[src/rtl/int_div_unit_if.sv]
// int_div_unit_if: operand/result bundle between the control unit and the divider
interface int_div_unit_if #(parameter int WIDTH = 32);
  logic             start;
  logic             is_signed;
  logic [WIDTH-1:0] dividend;
  logic [WIDTH-1:0] divisor;
  logic             busy;
  logic             done;
  logic [WIDTH-1:0] lo;
  logic [WIDTH-1:0] hi;
  logic             div_by_zero;
  logic             overflow;
  modport master (output start, is_signed, dividend, divisor,
                  input busy, done, lo, hi, div_by_zero, overflow);
  modport slave  (input start, is_signed, dividend, divisor,
                  output busy, done, lo, hi, div_by_zero, overflow);
endinterface

[src/rtl/int_div_unit.sv]
// int_div_unit: radix-2 restoring DIV/DIVU, quotient to lo and remainder to hi
module int_div_unit #(
  parameter int WIDTH = 32,
  parameter int CNT_W = 6
) (
  input logic clk,
  input logic rst,
  int_div_unit_if.slave d
);
  typedef enum logic [1:0] {IDLE, RUN, FIX, DONE} state_t;
  localparam logic [CNT_W-1:0] LAST = CNT_W'(WIDTH - 1);
  state_t state_q, state_d;
  logic [CNT_W-1:0] cnt_q, cnt_d;
  logic [WIDTH-1:0] rem_q, rem_d, quo_q, quo_d, dvs_q, dvs_d, lo_q, lo_d, hi_q, hi_d;
  logic sq_q, sq_d, sr_q, sr_d, ovp_q, ovp_d, dbz_q, dbz_d, ovf_q, ovf_d;
  logic a_neg, b_neg, accept;
  logic [WIDTH+1:0] trial;
  always_comb begin
    a_neg = d.is_signed & d.dividend[WIDTH-1];
    b_neg = d.is_signed & d.divisor[WIDTH-1];
    accept = d.start & (state_q == IDLE | state_q == DONE);
    // two guard bits keep the borrow unambiguous for large unsigned divisors
    trial = {1'b0, rem_q, quo_q[WIDTH-1]} - {2'b00, dvs_q};
    state_d = state_q;
    cnt_d = cnt_q;
    rem_d = rem_q;
    quo_d = quo_q;
    dvs_d = dvs_q;
    lo_d = lo_q;
    hi_d = hi_q;
    sq_d = sq_q;
    sr_d = sr_q;
    ovp_d = ovp_q;
    dbz_d = dbz_q;
    ovf_d = ovf_q;
    if (accept && d.divisor == '0) begin
      state_d = DONE;
      lo_d = '1;
      hi_d = d.dividend;
      dbz_d = 1'b1;
      ovf_d = 1'b0;
    end else if (accept) begin
      state_d = RUN;
      cnt_d = '0;
      rem_d = '0;
      quo_d = a_neg ? -d.dividend : d.dividend;
      dvs_d = b_neg ? -d.divisor : d.divisor;
      sq_d = a_neg ^ b_neg;
      sr_d = a_neg;
      ovp_d = d.is_signed && d.dividend == {1'b1, {(WIDTH-1){1'b0}}} && d.divisor == '1;
    end else if (state_q == RUN) begin
      rem_d = trial[WIDTH+1] ? {rem_q[WIDTH-2:0], quo_q[WIDTH-1]} : trial[WIDTH-1:0];
      quo_d = {quo_q[WIDTH-2:0], ~trial[WIDTH+1]};
      cnt_d = cnt_q + 1'b1;
      state_d = cnt_q == LAST ? FIX : RUN;
    end else if (state_q == FIX) begin
      lo_d = sq_q ? -quo_q : quo_q;
      hi_d = sr_q ? -rem_q : rem_q;
      ovf_d = ovp_q;
      dbz_d = 1'b0;
      state_d = DONE;
    end else if (state_q == DONE) begin
      state_d = IDLE;
    end
  end
  always_ff @(posedge clk) begin
    if (rst) begin
      state_q <= IDLE;
      cnt_q <= '0;
      rem_q <= '0;
      quo_q <= '0;
      dvs_q <= '0;
      lo_q <= '0;
      hi_q <= '0;
      sq_q <= 1'b0;
      sr_q <= 1'b0;
      ovp_q <= 1'b0;
      dbz_q <= 1'b0;
      ovf_q <= 1'b0;
    end else begin
      state_q <= state_d;
      cnt_q <= cnt_d;
      rem_q <= rem_d;
      quo_q <= quo_d;
      dvs_q <= dvs_d;
      lo_q <= lo_d;
      hi_q <= hi_d;
      sq_q <= sq_d;
      sr_q <= sr_d;
      ovp_q <= ovp_d;
      dbz_q <= dbz_d;
      ovf_q <= ovf_d;
    end
  end
  assign d.busy = state_q == RUN || state_q == FIX;
  assign d.done = state_q == DONE;
  assign d.lo = lo_q;
  assign d.hi = hi_q;
  assign d.div_by_zero = dbz_q;
  assign d.overflow = ovf_q;
endmodule

[src/flat_wrapper.sv]
// flat-port wrapper written by rule: the top's interface ports become plain ports
module int_div_unit_flat 
#(
  parameter int WIDTH = 32,
  parameter int CNT_W = 6
)
  (clk, rst, d_start, d_is_signed, d_dividend, d_divisor, d_busy, d_done, d_lo, d_hi, d_div_by_zero, d_overflow);
  int_div_unit_if #(.WIDTH(WIDTH)) d_i ();
  input logic clk;
  input logic rst;
  input wire logic [$bits(d_i.start)-1:0] d_start;
  input wire logic [$bits(d_i.is_signed)-1:0] d_is_signed;
  input wire logic [$bits(d_i.dividend)-1:0] d_dividend;
  input wire logic [$bits(d_i.divisor)-1:0] d_divisor;
  output wire logic [$bits(d_i.busy)-1:0] d_busy;
  output wire logic [$bits(d_i.done)-1:0] d_done;
  output wire logic [$bits(d_i.lo)-1:0] d_lo;
  output wire logic [$bits(d_i.hi)-1:0] d_hi;
  output wire logic [$bits(d_i.div_by_zero)-1:0] d_div_by_zero;
  output wire logic [$bits(d_i.overflow)-1:0] d_overflow;
  assign d_i.start = d_start;
  assign d_i.is_signed = d_is_signed;
  assign d_i.dividend = d_dividend;
  assign d_i.divisor = d_divisor;
  assign d_busy = d_i.busy;
  assign d_done = d_i.done;
  assign d_lo = d_i.lo;
  assign d_hi = d_i.hi;
  assign d_div_by_zero = d_i.div_by_zero;
  assign d_overflow = d_i.overflow;
  int_div_unit #(.WIDTH(WIDTH), .CNT_W(CNT_W)) u_core (.clk(clk), .rst(rst), .d(d_i));
endmodule
[config.mk]
export PLATFORM = sky130hd
export DESIGN_NAME = int_div_unit_flat
export DESIGN_NICKNAME = d
export VERILOG_FILES = /design/src/rtl/int_div_unit_if.sv /design/src/rtl/int_div_unit.sv /design/src/flat_wrapper.sv
export SDC_FILE = /design/constraint.sdc
export NUM_CORES = 1
export LEC_CHECK = 0
export ABC_AREA = 0
export BUFFER_PORTS_ARGS = -buffer_cell sky130_fd_sc_hd__buf_2
export CORE_ASPECT_RATIO = 1.1
export CORE_UTILIZATION = 50
export DETAILED_ROUTE_END_ITERATION = 7
export PLACE_DENSITY = 0.71
export SYNTH_ARGS = -nofsm -noshare
export SYNTH_HDL_FRONTEND = slang
export SYNTH_SLANG_ARGS = --single-unit
export TNS_END_PERCENT = 5
[constraint.sdc]
create_clock -name clk -period 3.3 [get_ports clk]
set_input_delay 0.33 -clock clk [delete_from_list [all_inputs] [get_ports clk]]
set_output_delay 0.33 -clock clk [all_outputs]
set_load 0.005 [all_outputs]
Word-level counts from Yosys, hierarchy flattened
Index checks and enable logic that the tools add are counted.

Add/sub/neg operators: 6. Reduce and logical (&&, ||, !) cells: 14. Mux-type cells: 29. Bitwise operators: 9. Equality and inequality tests: 8.

Operators with widths (count): $mux W32 (17); $neg A32 Y32 (4); $eq A32 B32 Y1 const B (2); $sub A33 B32 Y34 (1); $logic_not A32 Y1 (1); $mux W2 (6); $mux W6 (2); $add A6 B1 Y6 const B (1); $eq A6 B5 Y1 const B (1); $reduce_and A3 Y1 (2); $reduce_bool A5 Y1 (1); $eq A2 B2 Y1 const B (2); $mux W1 (4); $not A1 Y1 (4); $reduce_and A2 Y1 (2); $reduce_bool A2 Y1 (2); $and A1 B1 Y1 (3); $logic_and A1 B1 Y1 (3); $eq A2 B1 Y1 const B (1); $logic_not A2 Y1 (1); $ne A2 B1 Y1 const B (1); $ne A2 B2 Y1 const B (1); $reduce_or A2 Y1 (1); $logic_or A1 B1 Y1 (1); other kinds (2) (2).

Flip-flop bits (word level): 173. Output and inout bits: 68. Logic and storage cells: 78. Input bits: 68.

Logic depth before layout (Yosys ltp)
Word-level depth: 6. Depth in mapped cells: 13. Mapped depth without buffers: 11.

Worst setup path before layout
No wires, ideal clock.

Path type: register -> register. Start: register u_core.rem_q[10]. End: register u_core.rem_q[17]. Buffers on the path: 3. Data required time: 3.171 ns. Cell stages (with the launch flop): 13. Arrival: 2.638 ns. Slack: 0.533 ns. Library setup time: 0.129 ns. Period minus slack after synthesis: 2.767 ns. Cell sequence: dfxtp_1 ha_1 clkbuf_1 nand2_1 a211oi_1 o21ai_0 a31oi_1 a21oi_1 a31oi_1 buf_2 buf_2 mux2i_1 o21ai_0.

Cells in the longest elaborated chain, start to end: 4.

Ends and longest elaborated chain: from (decl) (line int_div_unit.sv:14) `logic [WIDTH-1:0] rem_q, rem_d, quo_q, quo_d, dvs_q, dvs_d, lo_q, lo_d, hi_q, hi_d;`; from (signal assigned) (line int_div_unit.sv:83) `rem_q <= rem_d;`; $sub A33 B32 Y34 (line int_div_unit.sv:23) `trial = {1'b0, rem_q, quo_q[WIDTH-1]} - {2'b00, dvs_q};`; $mux W32 (line int_div_unit.sv:52) `rem_d = trial[WIDTH+1] ? {rem_q[WIDTH-2:0], quo_q[WIDTH-1]} : trial[WIDTH-1:0];`; $mux W32 (line int_div_unit.sv:51) `end else if (state_q == RUN) begin`; $mux W32 (line int_div_unit.sv:42) `end else if (accept) begin`.

Every way passes these cells. The select of a mux whose other input is x is not followed. A chain may end at the register's enable or synchronous reset.

Final worst setup path
Start: register u_core.dvs_q[6]. End: register u_core.rem_q[12].

Cells in the longest elaborated chain, start to end: 4.

Ends and longest elaborated chain: from (decl) (line int_div_unit.sv:14); from (signal assigned) (line int_div_unit.sv:85) `dvs_q <= dvs_d;`; $sub A33 B32 Y34 (line int_div_unit.sv:23); $mux W32 (line int_div_unit.sv:52); $mux W32 (line int_div_unit.sv:51); $mux W32 (line int_div_unit.sv:42).

Every way passes these cells. The select of a mux whose other input is x is not followed.

==> impl_results.md <==
- Run status: completed
- H-tree Lvls: 4
- Post-CTS Setup Bufs: 0
- Number of synthesized flops with an enable pin: 0
- Max FO, Critical Path: 23
- Layout cell share with drive strength beyond 1: 0.1418
- Power after layout: 7.613 mW
- Clk slew on worst S/H paths: 0.07 ns
- Tightest Hold Check Type: primary input to register
- F_max: 0.3278 GHz
- Area delta synth->final: 14.85%
- Antenna viol nets, final: 0
- Synth Area in Compound Gates: 0.2582
- Kind of critical path: register to register
- GPL Wtd Cong: 0.9059
- Post-Synth Simple-Gate Area: 0.2030
- Crit. End Element: register
- Final hold vios: 0
- Leak: 5.098 nW
- Die W: 145.6 um
- Area after DPL: 0.01244 mm^2
- Routed length per instance: 17.38 um
- Synth top area cells: dfxtp_1 31%, a21oi_1 6.6%, xor2_1 6.3%, nor2_1 5.7%, nand2_1 5.6%
- Post-synth design cell area: 0.01134 mm^2
- Worst VDD drop: 0.3160 mV
- Critical Path RT: 3.60 ns
- Mapped Cells: 1501
- Max Cap Viol: 0
- Initial antenna violation count: 0
- Synth cell types: 71
- Skew final: 0.01327 ns
- Synth area leader: dfxtp_1
- Final Max Tran Viols: 0
- Final WL: 33220 um
- Main synth FF type: dfxtp_1
- Synth warnings: 0
- Clock Tree Root: clkbuf_16
- Non-Filler Instances: 1911
- Maximum number of pins on one net before global-route repair: 142
- Routed vias/inst: 5.813
- Initial Util: 0.5113
- Worst slack at placement: 0.2170 ns
- RR Endpoint: u_core.rem_q[12]
- XOR/XNOR Fraction of Synth Area: 0.1081
- Syn Nets: 1611
- # DRC: 0
- Top-area cell type share of the netlist area: 0.3054
- Unrepaired setup endpoints after global routing: no
- Crit path DAT: 3.35 ns
- Min cycle time layout: 3.050 ns
- IO Pins: 136
- Most frequent cell after synthesis: dfxtp_1
- Setup TNS: 0 ns
- GRT overflow: 0
- Post-synth ARST share: 0
- Via total after detailed routing: 11109
- Relative slew slack: 0.2044
- Largest family of logic cells by synthesized area: compound AO/OA/AOI/OAI gates
- Reg-to-Reg Start: u_core.dvs_q[6]
- Measured slew at the worst slew-check pin: 1.192 ns
- Vias in the first global route: 10136
- Critical Path Start Type: register
- Post-cts hold buffer count: 0
- Tcrit/Tclk final: 0.9244
- GRT Total Usage: 0.2877
- Die H: 159.9 um
- Synth Area in Adders: 0.04700
- Final setup viols: 0
- Cells after DPL: 1878
- CORE AREA: 0.02218 mm^2
- Clock tree sinks: 173
- CP endpoint: u_core.rem_q[12]
- Reg2Reg Depth: 11
- Avg Inst Size Synth: 7.555 um^2
- Design area: 0.01302 mm^2
- Flops & latches, synth: 173
- Fill count: 2126
- CTS tree: yes
- Global-route wire length before repair: 53630 um
- Row cnt: 57
- Fin util: 0.5872
- Hold Slack: 0.1708 ns
- Mux contribution to synthesized area: 0.02560
- Worst setup path start: u_core.dvs_q[6]
- Initial DRC count: 837
- Clock latency on the worst-skew pair: 0.44 ns
- CTS max path bufs: 2
- Reg2Reg Setup Slack: 0.25 ns
- Setup WS post-layout: 0.2496 ns
- # nets final: 1712
- Power Dens Cells: 584.5 mW/mm^2
- Detail Placement HPWL: 25310 um
- Die area: 0.02329 mm^2
- Post-synthesis sequential area ratio: 0.3054
- First drt pass iteration count: 6
- Buffers added on ports: 135
- Synth cell count leaders: 173 x dfxtp_1, 172 x nor2_1, 169 x nand2_1, 149 x a21oi_1, 101 x o21ai_0
- Num CTS Buffers: 17
critical path, stage by stage, from the launching register on:
cell and delay (ns):
dfxtp_1 0.35, inv_1 0.05, ha_1 0.39, o211ai_1 0.19, a211oi_1 0.24, o21ai_0 0.20, a31oi_1 0.29, a21oi_2 0.15
a31oi_4 0.48, buf_12 0.26, mux2i_1 0.21, o21ai_0 0.10
power breakdown:
part | internal, mW | switching (mW) | total, mW
logic | 1.20 | 1.78 | 2.98
clock network | 1.01 | 0.977 | 1.99
registers | 2.37 | 0.277 | 2.64
total | 4.57 | 3.04 | 7.61
layer usage:
metal / wire length [um] / GRT usage
met1: 14420 / 0.3625
met2: 15970 / 0.4950
met3: 1603 / 0.03543
met4: 1227 / 0.1211
met5: 0 / 0
timing repair:
action,4_1_cts,5_1_grt
resized for setup,0,1
hold endpoints to repair,0,0
endpoints found under the setup margin,0,21
worst min-delay path by stage:
stage	slack, ns	from	depth (start not counted)	end
final	0.17	d_dividend[16]	3	u_core.d.hi[16]
after global routing	0.17	d_dividend[12]	3	u_core.d.hi[12]
after CTS	0.16	d_dividend[12]	3	u_core.d.hi[12]
after detailed placement	0.45	u_core.dvs_q[31]	2	u_core.dvs_q[31]
after global placement	0.44	u_core.d.div_by_zero	2	u_core.d.div_by_zero
after floorplan	0.44	u_core.dvs_q[31]	2	u_core.dvs_q[31]
cell usage in the layout (no fill, tap or decap), types with 19 or more instances in the layout:
cell type	instances
dfxtp_1	173
nor2_1	172
nand2_1	169
a21oi_1	148
buf_2	134
o21ai_0	101
xor2_1	82
a211oi_1	68
xnor2_1	58
inv_1	57
ha_1	41
buf_4	36
o211ai_1	32
mux2i_1	29
o31ai_1	27
nor3_1	26
nand3_1	25
nand4_1	19
layout make-up:
type                    count  area [um^2]  share of cell area
clock buffers              18        429.2             0.03295
repair buffers            177         1081             0.08301
well taps                 295        369.1             0.02834
inverters                  57        214.0             0.01643
clock inverters            14        146.4             0.01124
flip-flops and latches    173         3463              0.2659
diodes                      1        2.502           0.0001921
multi-input cells        1176         7318              0.5619
logic make-up (layout without fill, tap and decap cells):
logic type                 after synthesis  count (layout)
adders and majority gates               42              42
DFF                                    173             173
xor gates and xnor gates               140             140
and+or+nand+nor                        499             499
buffers and inverters                  152             266
muxes                                   29              29
other                                    0               1
AOI/OAI and AO/OA                      466             466
registers in the layout, summed over array words and instances, names as in the netlist:
| name | count |
|---|---|
| u_core.d.hi | 32 |
| u_core.d.lo | 32 |
| u_core.dvs_q | 32 |
| u_core.quo_q | 32 |
| u_core.rem_q | 32 |
| u_core.cnt_q | 6 |
| u_core.state_q | 2 |
| u_core.d.div_by_zero | 1 |
| u_core.d.overflow | 1 |
| u_core.ovp_q | 1 |
| u_core.sq_q | 1 |
| u_core.sr_q | 1 |
No activity file was read; power rests on OpenSTA's default activity.
